--- config.mk ---
export PLATFORM = sky130hd
export DESIGN_NAME = ov7670_capture
export DESIGN_NICKNAME = d
export VERILOG_FILES = /design/src/rtl/ov7670_capture.sv
export SDC_FILE = /design/constraint.sdc
export NUM_CORES = 1
export LEC_CHECK = 0
export ABC_CLOCK_PERIOD_IN_PS = 4200
export BUFFER_PORTS_ARGS = -buffer_cell sky130_fd_sc_hd__buf_4
export CAP_MARGIN = 5
export CORE_MARGIN = 2
export CORE_UTILIZATION = 49
export CTS_BUF_LIST = sky130_fd_sc_hd__clkbuf_4 sky130_fd_sc_hd__clkbuf_8 sky130_fd_sc_hd__clkbuf_16
export DETAILED_ROUTE_END_ITERATION = 6
export HOLD_SLACK_MARGIN = 0.1
export PLACE_DENSITY = 0.79
export SLEW_MARGIN = 20
export SYNTH_ARGS = -nofsm -noshare
export SYNTH_HDL_FRONTEND = slang
export SYNTH_SLANG_ARGS = --single-unit
--- constraint.sdc ---
create_clock -name clk -period 4.2 [get_ports clk]
set_input_delay 0.63 -clock clk [delete_from_list [all_inputs] [get_ports clk]]
set_output_delay 0.63 -clock clk [all_outputs]
set_load 0.05 [all_outputs]
--- src/rtl/ov7670_capture.sv ---
// OV7670 parallel-port capture: synchronises the camera pins into clk, pairs
// RGB444 bytes into 12-bit pixels and issues one framebuffer write per pixel.
module ov7670_capture #(
    parameter int H_ACTIVE = 640,
    parameter int V_ACTIVE = 480,
    parameter int ADDR_W   = 19
) (
    input  logic              clk,
    input  logic              reset_,
    input  logic              enable,
    input  logic              pclk_pin,
    input  logic              vsync_pin,
    input  logic              href_pin,
    input  logic [7:0]        d_pin,
    output logic              wr_en,
    output logic [ADDR_W-1:0] wr_addr,
    output logic [11:0]       wr_data,
    output logic              frame_done,
    output logic              capturing
);

    localparam int XW = $clog2(H_ACTIVE + 1);
    localparam int LW = $clog2(V_ACTIVE + 1);
    localparam logic [XW-1:0]     X_MAX     = XW'(H_ACTIVE);
    localparam logic [LW-1:0]     L_MAX     = LW'(V_ACTIVE);
    localparam logic [ADDR_W-1:0] LINE_STEP = ADDR_W'(H_ACTIVE);

    typedef enum logic [1:0] {S_IDLE, S_WAIT_VS, S_WAIT_VE, S_FRAME} state_t;

    state_t state_q, state_d;

    // All pins share one synchroniser chain so pclk, href and data stay aligned.
    logic [10:0] meta_q, sync_q;
    logic        pclk_prev_q, vsync_prev_q, href_prev_q;

    logic [XW-1:0]     x_q, x_d;
    logic [LW-1:0]     line_q, line_d;
    logic [ADDR_W-1:0] base_q, base_d;
    logic              phase_q, phase_d;
    logic [3:0]        red_q, red_d;
    logic              wr_en_d, frame_done_d;
    logic [ADDR_W-1:0] wr_addr_d;
    logic [11:0]       wr_data_d;

    logic       pclk_s, vsync_s, href_s;
    logic [7:0] d_s;
    logic       pclk_rise, vsync_rise, vsync_fall, href_fall;

    assign pclk_s  = sync_q[10];
    assign vsync_s = sync_q[9];
    assign href_s  = sync_q[8];
    assign d_s     = sync_q[7:0];

    assign pclk_rise  =  pclk_s  & ~pclk_prev_q;
    assign vsync_rise =  vsync_s & ~vsync_prev_q;
    assign vsync_fall = ~vsync_s &  vsync_prev_q;
    assign href_fall  = ~href_s  &  href_prev_q;

    // NOTE: sequential state uses non-blocking assignments so every flop samples pre-edge values.
    always_ff @(posedge clk or negedge reset_) begin
        if (!reset_) begin
            meta_q       <= '0;
            sync_q       <= '0;
            pclk_prev_q  <= 1'b0;
            vsync_prev_q <= 1'b0;
            href_prev_q  <= 1'b0;
        end else begin
            meta_q       <= {pclk_pin, vsync_pin, href_pin, d_pin};
            sync_q       <= meta_q;
            pclk_prev_q  <= pclk_s;
            vsync_prev_q <= vsync_s;
            href_prev_q  <= href_s;
        end
    end

    always_ff @(posedge clk or negedge reset_) begin
        if (!reset_) state_q <= S_IDLE;
        else         state_q <= state_d;
    end

    always_comb begin
        state_d = state_q;
        case (state_q)
            S_IDLE:    if (enable) state_d = S_WAIT_VS;
            S_WAIT_VS: begin
                if (!enable)      state_d = S_IDLE;
                else if (vsync_s) state_d = S_WAIT_VE;
            end
            S_WAIT_VE: if (vsync_fall) state_d = S_FRAME;
            S_FRAME:   if (vsync_rise) state_d = S_WAIT_VS;
            default:   state_d = S_IDLE;
        endcase
    end

    // NOTE: every signal gets a default before the case so no latch is inferred.
    always_comb begin
        x_d          = x_q;
        line_d       = line_q;
        base_d       = base_q;
        phase_d      = phase_q;
        red_d        = red_q;
        wr_en_d      = 1'b0;
        wr_addr_d    = wr_addr;
        wr_data_d    = wr_data;
        frame_done_d = 1'b0;
        capturing    = (state_q == S_FRAME);

        case (state_q)
            S_WAIT_VE: begin
                if (vsync_fall) begin
                    x_d     = '0;
                    line_d  = '0;
                    base_d  = '0;
                    phase_d = 1'b0;
                end
            end
            S_FRAME: begin
                frame_done_d = vsync_rise;
                // A line end takes priority over a coincident byte strobe.
                if (href_fall) begin
                    if (x_q != '0 && line_q != L_MAX) begin
                        line_d = line_q + LW'(1);
                        base_d = base_q + LINE_STEP;
                    end
                    x_d     = '0;
                    phase_d = 1'b0;
                end else if (pclk_rise && href_s) begin
                    if (!phase_q) begin
                        red_d   = d_s[3:0];
                        phase_d = 1'b1;
                    end else begin
                        if (x_q < X_MAX && line_q < L_MAX) begin
                            wr_en_d   = 1'b1;
                            wr_addr_d = base_q + ADDR_W'(x_q);
                            wr_data_d = {red_q, d_s};
                        end
                        if (x_q != X_MAX) x_d = x_q + XW'(1);
                        phase_d = 1'b0;
                    end
                end
            end
            default: ;
        endcase
    end

    always_ff @(posedge clk or negedge reset_) begin
        if (!reset_) begin
            x_q        <= '0;
            line_q     <= '0;
            base_q     <= '0;
            phase_q    <= 1'b0;
            red_q      <= '0;
            wr_en      <= 1'b0;
            wr_addr    <= '0;
            wr_data    <= '0;
            frame_done <= 1'b0;
        end else begin
            x_q        <= x_d;
            line_q     <= line_d;
            base_q     <= base_d;
            phase_q    <= phase_d;
            red_q      <= red_d;
            wr_en      <= wr_en_d;
            wr_addr    <= wr_addr_d;
            wr_data    <= wr_data_d;
            frame_done <= frame_done_d;
        end
    end

endmodule

==> After elaboration in Yosys (flattened, before gate mapping) <==
Cells that the tools add are included.
{ "totals": {"ff_bits": 103, "latch_bits": 0, "ram_bits": 0, "romBits": 0, "n_memories": 0} }
{ "op_classes": {"addsub": 4, "multipliers": 0, "div_mod_pow": 0, "n_lt_le_gt_ge": 2, "n_eq_ne": 14, "shifts": 0, "mux": 31, "bitwise": 10, "reduce_logical": 12} }
{ "ops": {"columns": ["cell", "n"], "rows": [
  ["19-bit two-way mux", 3],
  ["10-bit two-way mux", 5],
  ["19-bit case mux with 2 select lines", 1],
  ["9-bit two-way mux", 3],
  ["10-bit case mux with 2 select lines", 1],
  ["19-bit by 10-bit adder with 19-bit output", 1],
  ["19-bit by 10-bit adder with 19-bit output, second input constant", 1],
  ["9-bit case mux with 2 select lines", 1],
  ["4-bit AND reduction", 3],
  ["10-bit by 1-bit adder with 10-bit output, second input constant", 1],
  ["10-bit less-than comparator, second input constant", 1],
  ["1-bit two-way mux", 10],
  ["2-bit two-way mux", 5],
  ["10-bit != test, second input constant", 1],
  ["5-bit AND reduction", 2],
  ["10-bit nonzero test", 1],
  ["9-bit by 1-bit adder with 9-bit output, second input constant", 1],
  ["9-bit less-than comparator, second input constant", 1],
  ["3-bit by 1-bit != test with 1-bit output, second input constant", 3],
  ["9-bit != test, second input constant", 1],
  ["2-bit case mux with 4 select lines", 1],
  ["2-bit by 1-bit != test with 1-bit output, second input constant", 3],
  ["1-bit inverter", 6],
  ["1-bit bitwise AND", 4],
  ["9 further kinds", 13]
]} }

==> Longest topological paths before layout <==
Gate-level depths: netlist of run 1.
{ "logic_depth": {"ltp_word": 7, "depth_mapped": 8, "ltp_nobuf": 7} }

==> Worst setup path after synthesis of run 1 <==
OpenSTA, ideal clock, no wires.
{ "synth_timing": {"path_kind": "register -> register", "from": "register state_q[0]", "to": "register line_q[4]", "t_arrival_ns": 2.246, "path_slack_ns": 1.824, "stages_incl_launch_ff": 8, "path_buffers": 1, "synth_period_minus_slack_ns": 2.376, "path_cell_list": "dfrtp_1 ha_1 or4b_1 or3_4 and3_1 buf_6 a41oi_2 a31oi_1"} }
{ "synth_via": {"elab_chain_cells": 3} }
{ "synth_lines": {"columns": ["element", "line_no", "rtl"], "rows": [
  ["from (decl)", "30", "state_t state_q, state_d;"],
  ["from (signal assigned)", "78", "else state_q <= state_d;"],
  ["2-bit == test (*)", null, null],
  ["net capturing", "19", "output logic capturing"],
  ["2-bit by 1-bit != test with 1-bit output (no source line) or 2-bit nonzero test (tied branches)", null, null],
  ["4-bit AND reduction (no source line)", null, null],
  ["to (signal assigned)", "159", "line_q <= line_d;"],
  ["to (decl)", "37", "logic [LW-1:0] line_q, line_d;"]
]} }
The timed path passes the listed nets; every way through them passes the cells marked *.
A chain may end at the register's enable or synchronous reset.

==> Worst setup path after layout of run 1 <==
{ "layout_timing": {"from": "register state_q[0]", "to": "register base_q[16]"} }
{ "layout_via": {"elab_chain_cells": 3} }
{ "layout_lines": {"columns": ["element", "line_no", "rtl"], "rows": [
  ["2-bit == test", "108", "case (state_q)"],
  ["2-bit by 1-bit != test with 1-bit output (no source line), or another cell as far along", null, null],
  ["4-bit AND reduction (no source line)", null, null],
  ["to (signal assigned)", "160", "base_q <= base_d;"],
  ["to (decl)", "38", "logic [ADDR_W-1:0] base_q, base_d;"]
]} }
Parallel ways exist; a longest one is shown, timed or not.

==> impl_results.md, run 1 <==
- Element type at the critical path end: flip-flop
- Async set-reset flop share out of synthesis: 1.00
- Area Growth Syn to Fin: 14.1%
- Unrepaired setup endpoints after global routing: no
- Max_slew headroom: 0.429
- Root Driver: clkbuf_8
- Largest net degree at the start of global routing: 72
- Post-route ant nets: 0
- Syn. warnings: 0
- Hold_sp: meta_q[7]$_DFF_PN0_
- R2r startpoint: state_q[0]$_DFFE_PN0P_
- Top-area cell type share of the netlist area: 0.572
- Dpl cells: between 500 and 600
- Worst path required time: 4.47 ns
- CTS tree: yes
- Final WL: 8.00 mm
- Syn Inst Count: between 300 and 400
- Reg2reg setup slack: 1.45 ns
- Htree depth: 3
- CTS Hold Bufs: 0
- Diodes inserted: 0
- Crit Path Max Fanout: 23
- Die Ht: 96.6 um
- Clock buffer depth: 2
- Syn Area/Cell: 10.9 um^2
- Post-route cell area: 4790 um^2
- Worst-case reg-to-reg path depth: 6
- Post-cts resize count: 0
- #FFs+latches synth: 96
- Setup slack after layout: 1.45 ns
- # IOs: 48
- Main synth FF type: dfrtp_1
- Critical Path AT: 3.01 ns
- Final non-filler cell total: 540
- GRT Residual Overflow: 0
- Port bufs: 47
- Hold endpoint: sync_q[7]$_DFF_PN0_
- Worst-Margin Slew: 0.857 ns
- Die area: 9330 um^2
- Pleak: 0.00227 uW
- WL per Instance: between 10 and 15 um
- # Post-CTS Setup Buffers: 0
- Initial antenna violation count: 0
- Tmin final: 2.75 ns
- Setup Skew: 0.00714 ns
- Vias: 3011
- Synth top area cells: dfrtp_1, o21ai_0, nand2_1
- Die span in x: roughly 97 um
- Core Rows: 33
- Area after DPL: 4620 um^2
- Sw frac: 0.286
- P_int: 1290 uW
- Post-synth EDFFs: 0
- Hold WS: 0.354 ns
- Core box area: approximately 8300 um^2
- CP Launch Type: flip-flop
- Final Max Slew Viols: 0
- Setup TNS: 0 ns
- Fillcell total: just under 700
- DP HPWL: around 5.4 mm
- Nets: 457
- Via-per-instance ratio: 5.58
- Tcrit/Tclk final: 0.655
- NetSw: 517 uW
- Final Hold Viols: 0
- Seq pwr share: 0.566
- Clk sinks: 96
- Outcome: finished clean
- Peak supply drop: slightly above 200 uV
- Clock power share: 0.300
- DR iter-0 viols: 222
- Starting density of the core: 0.509
- Power Dens Cells: 378 nW/um^2
- Proportion of layout cells with a drive suffix above 1: 0.198
- Syn nets: 413
- Netlist cell types: 48
- Clk slew on worst S/H paths: 0.09 ns
- Cell taking the most area after synthesis: dfrtp_1
- Hold path cells: 0
- HP Class: flip-flop to flip-flop
- Max Fclk: 0.364 GHz
- First-pass GRT wire length: 14.0 mm
- DRC Markers: 0
- Logic pwr share: 0.134
- RR Endpoint: base_q[16]$_DFFE_PN0P_
- Synthesized area: ~4200 um^2
- Drt first pass iters: 4
- Clock latency on the worst-skew pair: 0.36 ns
- Place WS: 1.48 ns
- Number of global-route vias before repair: about 3000
- Total CTS buffers: 9
- Placer congestion estimate: 0.806
- All-Layer GR Usage: 0.181
- Setup CP Type: flip-flop to flip-flop
- Max-cap viol count: 0
- Seq/Total Area, Yosys: 0.572
- Final Setup Violations: 0
-- cells in the final DEF, fill, tap and decap left out, types with 3 or more instances in the layout --
cell type   netlist  layout
nand3b_1          3       3
ha_1             13      13
a31oi_1           3       3
a211oi_1          3       3
xor2_1            4       4
a22o_1            3       3
dfrtp_1          96      96
and3_1            3       3
a21oi_1          12      12
clkbuf_8          0       9
or3_1             6       6
mux2_2           17      17
buf_4             1      49
nand2b_1          8       8
o21ai_0          45      45
clkinvlp_4        0       4
nand3_1          10      10
nand2_1          58      58
inv_1            10      10
o31ai_1           7       7
and4_1            4       4
nor4_1            3       3
nand4_1           7       7
o31a_1            4       4
nor2_1           13      13
xnor2_1           5       5
a21o_1            6       6
nor3_1            3       3
-- metal layers --
metal | GRT usage | routed length [um] | up-vias
li1 | - | - | 1462
met1 | 0.256 | 3830 | 1440
met2 | 0.275 | 3610 | 96
met3 | 0.0325 | 429 | 13
met4 | 0.0813 | 136 | 0
met5 | 0 | 0 | -
-- through the flow --
| stage | power (uW) | util |
|---|---|---|
| global route | 1910 | 0.580 |
| floorplan | 1210 | - |
| CTS | 1830 | 0.580 |
| detailed placement | 1290 | 0.559 |
| global placement | 1270 | 0.559 |
| finish | 1810 | 0.580 |
-- how the worst max path moves through the flow --
stage | startpoint | end | slack, ns | depth (start not counted)
2_1_floorplan | state_q[0]$_DFFE_PN0P_ | line_q[4]$_DFFE_PN0P_ | 1.82 | 7
3_3_place_gp | state_q[0]$_DFFE_PN0P_ | line_q[2]$_DFFE_PN0P_ | 1.58 | 6
3_5_place_dp | state_q[0]$_DFFE_PN0P_ | line_q[2]$_DFFE_PN0P_ | 1.48 | 6
4_1_cts | state_q[0]$_DFFE_PN0P_ | line_q[2]$_DFFE_PN0P_ | 1.45 | 6
5_1_grt | state_q[0]$_DFFE_PN0P_ | base_q[10]$_DFFE_PN0P_ | 1.17 | 6
6_report | state_q[0]$_DFFE_PN0P_ | base_q[16]$_DFFE_PN0P_ | 1.45 | 6
-- worst max-delay path: stages, from the launching register on --
cell      delay (ns)
dfrtp_1         0.43
ha_1            0.70
nand2b_1        0.15
a22oi_1         0.47
and3_1          0.50
o21ai_0         0.20
a21o_1          0.21
-- synth_stat cells (2+ instances only) --
| cell | instances |
|---|---|
| a21oi_1 | 12 |
| a2bb2oi_1 | 2 |
| inv_1 | 10 |
| dfrtp_1 | 96 |
| nor2_1 | 13 |
| a21o_1 | 6 |
| or4b_1 | 2 |
| buf_6 | 2 |
| nand4_1 | 7 |
| ha_1 | 13 |
| and3_1 | 3 |
| xor2_1 | 4 |
| nand3b_1 | 3 |
| and4_1 | 4 |
| clkbuf_1 | 9 |
| buf_2 | 4 |
| o31a_1 | 4 |
| nand3_1 | 10 |
| o31ai_1 | 7 |
| nor3_1 | 3 |
| nor4_1 | 3 |
| and2_1 | 2 |
| nand2_1 | 58 |
| a22o_1 | 3 |
| mux2_2 | 17 |
| a31oi_1 | 3 |
| or3_1 | 6 |
| o21ai_0 | 45 |
| xnor2_1 | 5 |
| nand2b_1 | 8 |
| a211oi_1 | 3 |
| nor3b_1 | 2 |
| o2111ai_1 | 2 |
-- power by group through the flow --
stage,registers [uW],clock network (uW),logic (uW)
2_1_floorplan,1040,0,171
3_3_place_gp,1040,0,233
3_5_place_dp,1040,0,245
4_1_cts,1020,556,246
5_1_grt,1030,601,279
6_report,1020,543,243
-- cell type report --
| cell class | count | area (um^2) | area share |
|---|---|---|---|
| Clock buffer | 10 | 131 | 0.0274 |
| Clock inverter | 6 | 43.8 | 0.00914 |
| Inverter | 11 | 41.3 | 0.00862 |
| Multi-Input combinational cell | 263 | 1670 | 0.349 |
| Sequential cell | 96 | 2400 | 0.501 |
| Tap cell | 105 | 131 | 0.0274 |
| Timing Repair Buffer | 49 | 368 | 0.0768 |
-- logic make-up after synthesis --
| group | after synthesis | synth area share |
|---|---|---|
| and+or+nand+nor | 130 | 0.156 |
| DFF | 96 | 0.572 |
| AOI/OAI and AO/OA | 94 | 0.140 |
| buffers and inverters | 27 | 0.0298 |
| muxes | 17 | 0.0456 |
| adders and majority gates | 13 | 0.0387 |
| xor gates and xnor gates | 9 | 0.0188 |
-- sequential cells by signal (all words and copies together), names as in the netlist --
name and count:
meta_q 11, base_q 12, frame_done 1, line_q 9, state_q 2, wr_en 1
pclk_prev_q 1, x_q 10, wr_addr 19, vsync_prev_q 1, red_q 4, sync_q 11
wr_data 12, href_prev_q 1, phase_q 1
(Power assumes the default switching activity.)
==> inputs of run 2 (changes only) <==
Settings changed: ABC_CLOCK_PERIOD_IN_PS 4200 to 2600.
Clock period 4.2 ns to 2.6 ns, I/O delays scaled along.
==> impl_results.md, run 2 (synthesized netlist as in run 1, its figures left out) <==
- Max Fclk: 0.408 GHz (was 0.364 GHz)
- Max_slew headroom: 0.580 (was 0.429)
- Sw frac: 0.295 (was 0.286)
- Tcrit/Tclk final: 0.942 (was 0.655)
- Vias: 3105 (was 3011)
- NetSw: 890 uW (was 517 uW)
- Critical Path AT: 2.70 ns (was 3.01 ns)
- Setup Skew: 0.0225 ns (was 0.00714 ns)
- Diodes inserted: 0 (unchanged)
- Most common cell after layout, fill and taps aside: dfrtp_1 (unchanged)
- Clock latency on the worst-skew pair: 0.37 ns (was 0.36 ns)
- Worst-Margin Slew: 0.623 ns (was 0.857 ns)
- Die span in x: 96.6 um (unchanged)
- Tmin final: 2.45 ns (was 2.75 ns)
- DP HPWL: 5.72 mm (was 5.45 mm)
- Via-per-instance ratio: 5.68 (was 5.58)
- P_int: 2120 uW (was 1290 uW)
- GR Util met1: 0.235 (was 0.256)
- Peak supply drop: 320 uV (was 201 uV)
- Area Growth Syn to Fin: 16.2% (was 14.1%)
- Seq pwr share: 0.549 (was 0.566)
- Final WL: 8.12 mm (was 8.00 mm)
- Max-cap viol count: 0 (unchanged)
- Max reg flops: 19 (unchanged)
- HP Class: input pin to flip-flop (was flip-flop to flip-flop)
- Unrepaired setup endpoints after global routing: no (unchanged)
- WL per Instance: 14.9 um (was 14.8 um)
- First-pass GRT wire length: 14.4 mm (was 14.0 mm)
- Clock power share: 0.314 (was 0.300)
- Nets: 464 (was 457)
- Largest net degree at the start of global routing: 44 (was 72)
- Post-route ant nets: 0 (unchanged)
- # IOs: 48 (unchanged)
- M2 GR Usage: 0.316 (was 0.275)
- Logic pwr share: 0.137 (was 0.134)
- CP Launch Type: flip-flop (unchanged)
- Total CTS buffers: 9 (unchanged)
- Buf/Inv on CP: 1 (was 0)
- Commonest cells after routing, fill and taps aside: dfrtp_1, nand2_1, buf_4 (unchanged)
- Area after DPL: 4660 um^2 (was 4620 um^2)
- All-Layer GR Usage: 0.186 (was 0.181)
- Final Setup Violations: 0 (unchanged)
- CTS tree: yes (unchanged)
- Die area: 9330 um^2 (unchanged)
- Starting density of the core: 0.509 (unchanged)
- Crit-path slowest cell: or4b_1 (was ha_1)
- CP top delay family: simple AND/OR/NAND/NOR gates (was compound AO/OA/AOI/OAI gates)
- Pleak: 0.00233 uW (was 0.00227 uW)
- Drt first pass iters: 5 (was 4)
- Crit Path Max Fanout: 12 (was 23)
- Htree depth: 3 (unchanged)
- Worst-path cell chain: inv_1 -> ha_1 -> or4b_1 -> or3_4 -> nand3_1 -> nor4_1 -> a21o_1 (was ha_1 -> nand2b_1 -> a22oi_1 -> and3_1 -> o21ai_0 -> a21o_1)
- Final Hold Viols: 0 (unchanged)
- Final Util: 0.591 (was 0.580)
- Placer congestion estimate: 0.910 (was 0.806)
- GRT Residual Overflow: 0 (unchanged)
- Initial antenna violation count: 0 (unchanged)
- Max incr delay on CP: 0.47 ns (was 0.70 ns)
- Clk sinks: 96 (unchanged)
- Proportion of layout cells with a drive suffix above 1: 0.204 (was 0.198)
- Hold WS: 0.133 ns (was 0.354 ns)
- GRT met3 Usage: 0.0462 (was 0.0325)
- Element type at the critical path end: flip-flop (unchanged)
- Core box area: 8260 um^2 (unchanged)
- Most flops, register: wr_addr (unchanged)
- GRT Max-Usage Layer: met2 (unchanged)
- Power Dens Cells: 617 nW/um^2 (was 378 nW/um^2)
- Design Power: 3010 uW (was 1810 uW)
- Post-route cell area: 4880 um^2 (was 4790 um^2)
- Setup TNS: 0 ns (unchanged)
- DRC Markers: 0 (unchanged)
- Final Max Slew Viols: 0 (unchanged)
- Biggest regs: wr_addr: 19 flops, base_q: 12 flops, wr_data: 12 flops (unchanged)
- Core Rows: 33 (unchanged)
- Worst path required time: 2.86 ns (was 4.47 ns)
- Clock buffer depth: 2 (unchanged)
- Fillcell total: 701 (was 680)
- Setup CP Type: flip-flop to flip-flop (unchanged)
- DR iter-0 viols: 171 (was 222)
- Root Driver: clkbuf_8 (unchanged)
- Port bufs: 47 (unchanged)
- Number of global-route vias before repair: 3181 (was 2981)
- Die Ht: 96.6 um (unchanged)
- Outcome: finished clean (unchanged)
- Clk slew on worst S/H paths: 0.11 ns (was 0.09 ns)
-- run 2: path summary, 6_finish.rpt --
path	from	to	slack (ns)	cells after the start
max in group asynchronous	reset_	base_q[9]$_DFFE_PN0P_	1.39	3
min reg2reg	meta_q[3]$_DFF_PN0_	sync_q[3]$_DFF_PN0_	0.34	0
min	d_pin[5]	meta_q[5]$_DFF_PN0_	0.13	1
max	x_q[0]$_DFFE_PN0P_	line_q[7]$_DFFE_PN0P_	0.15	7
min in group asynchronous	reset_	x_q[2]$_DFFE_PN0P_	0.53	2
max reg2reg	x_q[0]$_DFFE_PN0P_	line_q[7]$_DFFE_PN0P_	0.15	7
-- run 2: per-stage QoR --
stage	instances	worst slack, ns
after global routing	547	0.0294
after detailed placement	528	0.194
final	547	0.151
after floorplan	386	0.224
after CTS	545	0.180
after global placement	528	0.280
-- run 2: final cells by class --
| type | instances | area (um^2) | share of cell area |
|---|---|---|---|
| inverters | 11 | 41.3 | 0.00846 |
| well taps | 105 | 131 | 0.0269 |
| multi-input cells | 263 | 1670 | 0.343 |
| clock buffers | 9 | 124 | 0.0254 |
| repair buffers | 56 | 440 | 0.0902 |
| flip-flops and latches | 96 | 2400 | 0.492 |
| clock inverters | 7 | 68.8 | 0.0141 |
-- run 2: power by group through the flow --
| stage | clock [uW] | combinational (uW) | sequential [uW] |
|---|---|---|---|
| 3_3_place_gp | 0 | 388 | 1670 |
| 4_1_cts | 975 | 415 | 1650 |
| 2_1_floorplan | 0 | 277 | 1670 |
| 5_1_grt | 1040 | 483 | 1670 |
| 6_report | 945 | 413 | 1660 |
| 3_5_place_dp | 0 | 409 | 1680 |
-- run 2: timing repair --
action / 4_1_cts / 5_1_grt
hold endpoints to repair: 41 / 2
setup buffers: 0 / 0
hold buffers: 1 / 2
gates resized for setup: 0 / 0
endpoints found under the setup margin: 0 / 0
-- run 2: layer usage --
| layer | routed length [um] | up-vias |
|---|---|---|
| met1 | 3540 | 1519 |
| li1 | - | 1485 |
| met4 | 125 | 0 |
| met2 | 4040 | 91 |
| met3 | 424 | 10 |
| met5 | 0 | - |
==> inputs of run 3 (changes only) <==
Settings changed: ABC_CLOCK_PERIOD_IN_PS 2600 to 2400.
Clock period 2.6 ns to 2.4 ns, I/O delays scaled along.
==> impl_results.md, run 3 (synthesized netlist as in run 1, its figures left out) <==
- Die span in x: 96.6 um (unchanged)
- Seq pwr share: 0.546 (was 0.549)
- Starting density of the core: 0.509 (unchanged)
- Final Max Slew Viols: 0 (unchanged)
- Core box area: 8260 um^2 (unchanged)
- Peak supply drop: 456 uV (was 320 uV)
- Outcome: finished clean (unchanged)
- Total CTS buffers: 9 (unchanged)
- Proportion of layout cells with a drive suffix above 1: 0.210 (was 0.204)
- Vias: 3090 (was 3105)
- Die Ht: 96.6 um (unchanged)
- Max-cap viol count: 0 (unchanged)
- First-pass GRT wire length: 14.5 mm (was 14.4 mm)
- Commonest cells after routing, fill and taps aside: dfrtp_1, nand2_1, buf_4 (unchanged)
- Diodes inserted: 0 (unchanged)
- DP HPWL: 5.70 mm (was 5.72 mm)
- Root Driver: clkbuf_8 (unchanged)
- # Post-CTS Setup Buffers: 0 (unchanged)
- Clock power share: 0.314 (about the same)
- Most common cell after layout, fill and taps aside: dfrtp_1 (unchanged)
- Clock latency on the worst-skew pair: 0.36 ns (was 0.37 ns)
- Tcrit/Tclk final: 0.958 (was 0.942)
- DRC Markers: 0 (unchanged)
- Final Hold Viols: 0 (unchanged)
- NetSw: 966 uW (was 890 uW)
- Port bufs: 47 (unchanged)
- Initial antenna violation count: 0 (unchanged)
- Worst path required time: 2.64 ns (was 2.86 ns)
- HP Class: flip-flop to flip-flop (was input pin to flip-flop)
- DR iter-0 viols: 263 (was 171)
- WL per Instance: 14.6 um (was 14.9 um)
- Post-route ant nets: 0 (unchanged)
- Tmin final: 2.30 ns (was 2.45 ns)
- Sw frac: 0.295 (about the same)
- Post-route cell area: 5000 um^2 (was 4880 um^2)
- Pleak: 0.00238 uW (was 0.00233 uW)
- Htree depth: 3 (unchanged)
- Worst-Margin Slew: 0.566 ns (was 0.623 ns)
- Max Fclk: 0.435 GHz (was 0.408 GHz)
- Largest net degree at the start of global routing: 42 (was 44)
- Drt first pass iters: 5 (unchanged)
- Via-per-instance ratio: 5.54 (was 5.68)
- GRT Residual Overflow: 0 (unchanged)
- CTS tree: yes (unchanged)
- Final Setup Violations: 0 (unchanged)
- Logic pwr share: 0.141 (was 0.137)
- Area Growth Syn to Fin: 19.0% (was 16.2%)
- Crit Path Max Fanout: 8 (was 12)
- Setup CP Type: flip-flop to flip-flop (unchanged)
- Die area: 9330 um^2 (unchanged)
- Max_slew headroom: 0.621 (was 0.580)
- Max reg flops: 19 (unchanged)
- All-Layer GR Usage: 0.185 (was 0.186)
- Clock buffer depth: 2 (unchanged)
- Clk slew on worst S/H paths: 0.10 ns (was 0.11 ns)
- # IOs: 48 (unchanged)
- Biggest regs: wr_addr: 19 flops, base_q: 12 flops, wr_data: 12 flops (unchanged)
- Element type at the critical path end: flip-flop (unchanged)
- Nets: 475 (was 464)
- Most flops, register: wr_addr (unchanged)
- CP Launch Type: flip-flop (unchanged)
- Setup Skew: 0.0117 ns (was 0.0225 ns)
- Clk sinks: 96 (unchanged)
- Number of global-route vias before repair: 3119 (was 3181)
- Setup TNS: 0 ns (unchanged)
- Core Rows: 33 (unchanged)
- P_int: 2310 uW (was 2120 uW)
- Placer congestion estimate: 0.870 (was 0.910)
- Critical Path AT: 2.54 ns (was 2.70 ns)
- Area after DPL: 4670 um^2 (was 4660 um^2)
- Unrepaired setup endpoints after global routing: no (unchanged)
- Power Dens Cells: 656 nW/um^2 (was 617 nW/um^2)
- Final WL: 8.15 mm (was 8.12 mm)
==> run 3: through the flow <==
step | cells | power [uW] | util | hold slack (ns) | setup slack, ns
floorplan | 386 | 2110 | - | 0.0644 | 0.0239
global placement | 530 | 2240 | 0.566 | 0.333 | 0.198
detailed placement | 530 | 2270 | 0.566 | 0.335 | 0.110
CTS | 558 | 3310 | 0.605 | 0.359 | 0.0752
global route | 558 | 3450 | 0.606 | 0.363 | 0.0354
finish | 558 | 3280 | 0.606 | 0.356 | 0.101
==> run 3: per-layer routing <==
| layer | vias to the layer above | GRT usage | wire length, um |
|---|---|---|---|
| met1 | 1490 | 0.251 | 3670 |
| met4 | 0 | 0.0878 | 150 |
| met5 | - | 0 | 0 |
| li1 | 1504 | - | - |
| met3 | 12 | 0.0340 | 354 |
| met2 | 84 | 0.291 | 3980 |
==> run 3: worst paths after layout <==
path	start	to	slack, ns	cells after the start
worst max register to register	x_q[0]$_DFFE_PN0P_	line_q[4]$_DFFE_PN0P_	0.10	7
min in group asynchronous	reset_	wr_data[5]$_DFFE_PN0P_	0.49	2
max in group asynchronous	reset_	wr_addr[7]$_DFFE_PN0P_	1.28	3
worst min register to register	meta_q[6]$_DFF_PN0_	sync_q[6]$_DFF_PN0_	0.36	0
worst min-delay path	meta_q[6]$_DFF_PN0_	sync_q[6]$_DFF_PN0_	0.36	0
worst max-delay path	x_q[0]$_DFFE_PN0P_	line_q[4]$_DFFE_PN0P_	0.10	7
==> run 3: power groups by stage <==
stage	Sequential (uW)	Clock, uW	Combinational, uW
6_report	1790	1030	461
4_1_cts	1790	1060	462
3_5_place_dp	1820	0	444
2_1_floorplan	1810	0	300
5_1_grt	1810	1120	529
3_3_place_gp	1820	0	425
==> run 3: area by class of cell <==
type,count,area [um^2]
Clock buffer,9,124
Fill cell,681,3260
Multi-Input combinational cell,263,1680
Tap cell,105,131
Sequential cell,96,2400
Inverter,11,41.3
Timing Repair Buffer,67,546
Clock inverter,7,75.1
==> run 3: repair_timing <==
item / in CTS / in global routing
setup endpoints to repair: 0 / 4
hold buffers: 12 / 0
hold endpoints to repair: 50 / 0
gates resized for setup: 0 / 3
==> run 3: critical path, cell delays in order (launching register included) <==
cell and delay, ns:
dfrtp_1 0.46, inv_1 0.10, ha_1 0.18, or4b_1 0.48, or3_4 0.41, and3_2 0.28, a41oi_2 0.20, a31oi_1 0.06
